## src/rtl/keypad_matrix_scan.sv

```systemverilog
// keypad_matrix_scan: ROWS x COLS active-low matrix scanner with whole-frame
// debounce, multi-key press/release event generation and a small event FIFO.
module keypad_matrix_scan #(
  parameter int ROWS            = 4,
  parameter int COLS            = 4,
  parameter int SETTLE_CYCLES   = 4,
  parameter int DEBOUNCE_FRAMES = 3,
  parameter int FIFO_DEPTH      = 4,
  localparam int N              = ROWS * COLS,
  localparam int CODE_W         = $clog2(N)
) (
  input  logic              clk,
  input  logic              rst_n,
  input  logic [COLS-1:0]   col_n,
  output logic [ROWS-1:0]   row_n,
  output logic [N-1:0]      key_state,
  output logic              any_pressed,
  output logic              evt_valid,
  input  logic              evt_ready,
  output logic [CODE_W-1:0] evt_code,
  output logic              evt_press,
  output logic              overflow
);

  localparam int ROW_W = $clog2(ROWS);
  localparam int SET_W = (SETTLE_CYCLES > 1) ? $clog2(SETTLE_CYCLES) : 1;
  localparam int RUN_W = $clog2(DEBOUNCE_FRAMES + 1);
  localparam int PTR_W = $clog2(FIFO_DEPTH);
  localparam int CNT_W = PTR_W + 1;

  localparam logic [ROWS-1:0]   ROW_ONE   = ROWS'(1);
  localparam logic [ROW_W-1:0]  ROW_LAST  = ROW_W'(ROWS - 1);
  localparam logic [SET_W-1:0]  SET_LAST  = SET_W'(SETTLE_CYCLES - 1);
  localparam logic [RUN_W-1:0]  RUN_MAX   = RUN_W'(DEBOUNCE_FRAMES);
  localparam logic [CODE_W-1:0] IDX_LAST  = CODE_W'(N - 1);
  localparam logic [CNT_W-1:0]  CNT_FULL  = CNT_W'(FIFO_DEPTH);

  typedef enum logic [1:0] {S_ROW, S_EVAL, S_EMIT} state_t;

  typedef struct packed {
    logic              press;
    logic [CODE_W-1:0] code;
  } evt_t;

  state_t                     state_q, state_d;
  logic [ROW_W-1:0]           row_q, row_d;
  logic [SET_W-1:0]           settle_q, settle_d;
  logic [N-1:0]               raw_q, raw_d;
  logic [N-1:0]               prev_q, prev_d;
  logic [RUN_W-1:0]           run_q, run_d, run_new;
  logic [N-1:0]               key_q, key_d;
  logic [N-1:0]               diff_q, diff_d;
  logic [CODE_W-1:0]          idx_q, idx_d;
  logic                       push;
  evt_t                       push_evt;

  evt_t [FIFO_DEPTH-1:0]      mem_q, mem_d;
  logic [PTR_W-1:0]           wr_q, wr_d, rd_q, rd_d;
  logic [CNT_W-1:0]           cnt_q, cnt_d;
  logic                       vld_q, vld_d;
  evt_t                       head_q, head_d;
  logic                       ovf_q, ovf_d;
  logic                       pop, accept;

  // Scan / debounce / emit FSM: next state, row drive and event push request.
  always_comb begin
    state_d  = state_q;
    row_d    = row_q;
    settle_d = settle_q;
    raw_d    = raw_q;
    prev_d   = prev_q;
    run_d    = run_q;
    key_d    = key_q;
    diff_d   = diff_q;
    idx_d    = idx_q;
    push     = 1'b0;
    push_evt = '0;
    row_n    = '1;
    run_new  = run_q;
    case (state_q)
      S_ROW: begin
        row_n = ~(ROW_ONE << row_q);
        if (settle_q == SET_LAST) begin
          raw_d[row_q*COLS +: COLS] = ~col_n;
          settle_d = '0;
          if (row_q == ROW_LAST) begin
            row_d   = '0;
            state_d = S_EVAL;
          end else begin
            row_d = row_q + ROW_W'(1);
          end
        end else begin
          settle_d = settle_q + SET_W'(1);
        end
      end
      S_EVAL: begin
        // A frame counts toward the run only if it matches the previous one.
        if (raw_q == prev_q) run_new = (run_q < RUN_MAX) ? run_q + RUN_W'(1) : RUN_MAX;
        else                 run_new = RUN_W'(1);
        run_d  = run_new;
        prev_d = raw_q;
        if (run_new >= RUN_MAX && raw_q != key_q) begin
          key_d   = raw_q;
          diff_d  = raw_q ^ key_q;
          idx_d   = '0;
          state_d = S_EMIT;
        end else begin
          row_d    = '0;
          settle_d = '0;
          state_d  = S_ROW;
        end
      end
      S_EMIT: begin
        // key_q already holds the committed state, so it gives the event type.
        if (diff_q[idx_q]) begin
          push           = 1'b1;
          push_evt.press = key_q[idx_q];
          push_evt.code  = idx_q;
        end
        if (idx_q == IDX_LAST) begin
          row_d    = '0;
          settle_d = '0;
          state_d  = S_ROW;
        end else begin
          idx_d = idx_q + CODE_W'(1);
        end
      end
      default: begin
        row_d    = '0;
        settle_d = '0;
        state_d  = S_ROW;
      end
    endcase
  end

  // Event FIFO: a full FIFO still accepts a push when the head is popped
  // in the same cycle; head outputs are registered from the next-state image.
  always_comb begin
    pop    = vld_q && evt_ready;
    accept = push && ((cnt_q < CNT_FULL) || pop);
    mem_d  = mem_q;
    wr_d   = wr_q;
    rd_d   = rd_q;
    ovf_d  = push && !accept;
    if (accept) begin
      mem_d[wr_q] = push_evt;
      wr_d        = wr_q + PTR_W'(1);
    end
    if (pop) rd_d = rd_q + PTR_W'(1);
    cnt_d  = cnt_q + CNT_W'(accept) - CNT_W'(pop);
    vld_d  = (cnt_d != '0);
    head_d = head_q;
    if (vld_d) head_d = mem_d[rd_d];
  end

  // State registers, all cleared by the asynchronous reset.
  always_ff @(posedge clk or negedge rst_n) begin
    if (!rst_n) begin
      state_q  <= S_ROW;
      row_q    <= '0;
      settle_q <= '0;
      raw_q    <= '0;
      prev_q   <= '0;
      run_q    <= '0;
      key_q    <= '0;
      diff_q   <= '0;
      idx_q    <= '0;
      mem_q    <= '0;
      wr_q     <= '0;
      rd_q     <= '0;
      cnt_q    <= '0;
      vld_q    <= 1'b0;
      head_q   <= '0;
      ovf_q    <= 1'b0;
    end else begin
      state_q  <= state_d;
      row_q    <= row_d;
      settle_q <= settle_d;
      raw_q    <= raw_d;
      prev_q   <= prev_d;
      run_q    <= run_d;
      key_q    <= key_d;
      diff_q   <= diff_d;
      idx_q    <= idx_d;
      mem_q    <= mem_d;
      wr_q     <= wr_d;
      rd_q     <= rd_d;
      cnt_q    <= cnt_d;
      vld_q    <= vld_d;
      head_q   <= head_d;
      ovf_q    <= ovf_d;
    end
  end

  assign key_state   = key_q;
  assign any_pressed = |key_q;
  assign evt_valid   = vld_q;
  assign evt_code    = head_q.code;
  assign evt_press   = head_q.press;
  assign overflow    = ovf_q;

endmodule

```

## config.mk

```make
export PLATFORM = sky130hd
export DESIGN_NAME = keypad_matrix_scan
export DESIGN_NICKNAME = d
export VERILOG_FILES = /design/src/rtl/keypad_matrix_scan.sv
export SDC_FILE = /design/constraint.sdc
export NUM_CORES = 1
export LEC_CHECK = 0
export ABC_AREA = 1
export ABC_CLOCK_PERIOD_IN_PS = 3500
export BUFFER_PORTS_ARGS = -buffer_cell sky130_fd_sc_hd__buf_2
export CORE_MARGIN = 5
export CORE_UTILIZATION = 63
export CTS_BUF_LIST = sky130_fd_sc_hd__clkbuf_2
export DETAILED_ROUTE_END_ITERATION = 8
export HOLD_SLACK_MARGIN = 0.06
export PLACE_DENSITY = 0.92
export SYNTH_ARGS = -nofsm -noshare
export SYNTH_HDL_FRONTEND = slang
export SYNTH_SLANG_ARGS = --single-unit
```

## constraint.sdc

```tcl
create_clock -name clk -period 3.5 [get_ports clk]
set_input_delay 0.35 -clock clk [delete_from_list [all_inputs] [get_ports clk]]
set_output_delay 0.35 -clock clk [all_outputs]
set_load 0.005 [all_outputs]
```

==> impl_metrics.toml <==
[synth]
yosys.area_share.adder = 0.0387
synth_fp_nets = 712
post_synth_inst_count = 688
synth_cell_types = 33
synthSimpleGateAreaFrac = 0.279
synth-warning-count = 0
yosys.area_share.xor_xnor = 0.0431
dominant_combinational_cell_family_by_area_after_synthesis = "simple AND/OR/NAND/NOR gates"
synth-seq-area-share = 0.483
share_of_cell_area_taken_by_muxes_after_synthesis = 0
compound_cell_area_share_of_the_yosys_netlist = 0.0773
syn-mean-instance-area_um2 = 8.28
synth.cell_area_um2 = 5690
postSynthRegisterBits = 110

[floorplanning]
ioPinCount = 35
num_rows = 34
floorplan.die.width_um = 105
die_area_um2 = 11000
placeableCoreArea_um2 = 8760
starting_density = 0.650
die_h_um = 105

[pwr]
p_leak_nw = 3.10
p_per_area_nw_per_um2 = 421
ir_worst_vdd_v = 0.000259

[sta]
finalWorstPathRequiredPeriod_ps = 3000
final-max-slew-violation-count = 0
finalSetupTns_ps = 0
max-slew-margin-rel = 0.468
hold_viol = 0
timing.fmax_ghz = 0.334
worst_slew_pin_slew_ps = 797
final_min_period_over_clock_period = 0.856
finClkSkew_ps = 55.5
setup_viol = 0
setup_slack_ps = 503
rsz0062_at_grt = "false"

[route]
drt_first_pass_iters = 5
dr.first_iter.drc_count = 367
wl_per_cell_um = 15.6
detail_route.drc_violations = 0
wirelength_mm = 13.0
drt.antenna.violating_nets = 0
num_vias = 4788
detail_route.vias_per_cell = 5.73

[clock_tree]
clock_tree_from_tritoncts = "yes"
numClockSinks = 110
clk_pin_slew_ps = 360
ctsHtreeMaxLevel = 3
clockBufferDepth = 2
tritoncts.num_buffers = 9
worst_skew_pair.late_latency_ps = 630
clk_root_buffer_cell = "sky130_fd_sc_hd__clkbuf_2"
buffers_inserted_during_post_cts_setup_optimization = 0

[final_layout]
fillerInstances = 666
layout.cells.most_common = "sky130_fd_sc_hd__nand2_1"
final-seq-area_um2 = 2750
finish.net_count = 746
mostFrequentLayoutCells = "sky130_fd_sc_hd__nand2_1, sky130_fd_sc_hd__dfrtp_1, sky130_fd_sc_hd__inv_1"
num_antenna_cells = 0
combined_area_of_the_multi_input_logic_cells_um2 = 2490
final_design_area_no_fill_um2 = 6070
finish.utilization = 0.693
area_growth_syn_to_layout_pct = 6.66
layout_cell_share_with_drive_strength_beyond_1 = 0.109

[global_route]
number_of_antenna_violations_at_the_first_check_in_global_routing = 0
grt_overflow_total = 0
grt_first_pass_wirelength_mm = 22.3
groute.usage.overall = 0.246
maximum_number_of_pins_on_one_net_before_global_route_repair = 68
vias_in_the_first_global_route = 4604

[setup_path]
cp_max_fo = 9
rr_endpoint = "evt_code[3]$_DFFE_PN0P_"
crit_end_category = "register"
worstRegToRegCells = 17
worst-setup-path-type = "register to register"
critPathRequiredTime_ps = 4070
setup.worst_path.start_class = "register"
r2r_start = "idx_q[1]$_DFFE_PN0P_"
cp-startpoint = "idx_q[1]$_DFFE_PN0P_"
worst-endpoint-arrival_ps = 3570
critPathCapture = "evt_code[3]$_DFFE_PN0P_"
regToRegSetupSlack_ps = 500

[min_path]
hp-class = "input port to async pin"

[flow_run]
maxCapViolations = 0

[placed_design]
dpl_worst_slack_ps = 314
place_area_um2 = 5880
post-dp-hpwl_mm = 9.76
numPortBuffers = 34
final_weighted_congestion_of_routability_driven_global_placement = 0.912

[run_status]
run_status = "finished, final reports clean"
## timing repair
item,in CTS,in global routing
hold buffers,5,0
endpoints found under the hold margin,73,0
setup endpoints to repair,0,2
gates resized for setup,0,1
## how the worst min path moves through the flow
stage                                  endpoint  slack (ps)  depth (start not counted)           startpoint
after global routing      prev_q[8]$_DFFE_PN0P_         280                          2                rst_n
after CTS                    cnt_q[0]$_DFF_PN0_         250                          5            evt_ready
after floorplan              cnt_q[0]$_DFF_PN0_          50                          0                rst_n
after global placement    diff_q[2]$_DFFE_PN0P_         460                          1                rst_n
after detailed placement    mem_q[17]$_DFF_PN0_         460                          2  mem_q[17]$_DFF_PN0_
final                     prev_q[8]$_DFFE_PN0P_         270                          2                rst_n
## area by class of cell
cell class,count,area share
Sequential cell,110,0.453
Multi-Input combinational cell,485,0.411
Timing Repair Buffer,47,0.0466
Inverter,69,0.0439
Tap cell,108,0.0222
Clock inverter,7,0.0157
Clock buffer,9,0.00742
## synth_stat cells (all sizes together)
cell / instances / area [µm²]
o2bb2ai: 1 / 8.76
o21ai: 74 / 382
nor2: 36 / 138
a21oi: 7 / 35.0
dfrtp: 110 / 2750
nand4: 38 / 244
ha: 16 / 200
xnor2: 17 / 149
fa: 1 / 20.0
or2: 2 / 12.5
nor3: 3 / 15.0
nand2: 206 / 788
nor4: 5 / 31.3
clkbuf: 11 / 41.3
buf: 13 / 139
nor3b: 1 / 7.51
o211ai: 2 / 15.0
xor2: 11 / 96.3
inv: 69 / 267
nand3: 65 / 353
## worst max-delay path, stage by stage, from the launching register on
cell and delay [ps]:
sky130_fd_sc_hd__dfrtp_1 600, sky130_fd_sc_hd__inv_1 200, sky130_fd_sc_hd__nand3_1 120, sky130_fd_sc_hd__nand2_1 60, sky130_fd_sc_hd__nand2_1 70, sky130_fd_sc_hd__nand3_1 200, sky130_fd_sc_hd__nand2_4 120, sky130_fd_sc_hd__inv_1 50
sky130_fd_sc_hd__nand2_1 90, sky130_fd_sc_hd__nand2_1 70, sky130_fd_sc_hd__ha_1 180, sky130_fd_sc_hd__fa_1 390, sky130_fd_sc_hd__xnor2_1 220, sky130_fd_sc_hd__xor2_1 110, sky130_fd_sc_hd__nor3_1 200, sky130_fd_sc_hd__inv_1 140
sky130_fd_sc_hd__nand2_1 90, sky130_fd_sc_hd__nand2_1 60
## state kept, by name (all words and copies together) (netlist names), 3 cells and up
signal     cells
mem_q         20
diff_q        16
key_state     16
prev_q        16
raw_q         16
evt_code       4
idx_q          4
cnt_q          3
## routing by layer
metal	up-vias	track usage	part of all wire
li1	2318	-	-
met1	2256	0.330	0.42
met2	183	0.408	0.50
met3	31	0.0469	0.063
met4	0	0.0749	0.020
met5	-	0	0
## cells by family after synthesis
kind of cell	Yosys count
AOI/OAI and AO/OA	84
xor gates and xnor gates	28
adders and majority gates	17
buffers and inverters	93
DFF	110
and+or+nand+nor	356
## metrics by stage
stage	cells	total power [W]	hold WS (ps)
after CTS	835	0.00256	247
after detailed placement	814	0.00195	455
after floorplan	688	0.00177	54.4
after global placement	814	0.00191	455
after global routing	835	0.00271	280
final	835	0.00256	270
## report_power, final
group          switching (W)  total, W  leakage, nW  internal, W
logic               0.000348  0.000528         1.62     0.000181
registers          0.0000521   0.00141         1.41      0.00135
clock network       0.000487  0.000622       0.0776     0.000135
Power figures use the tool's default switching activity.
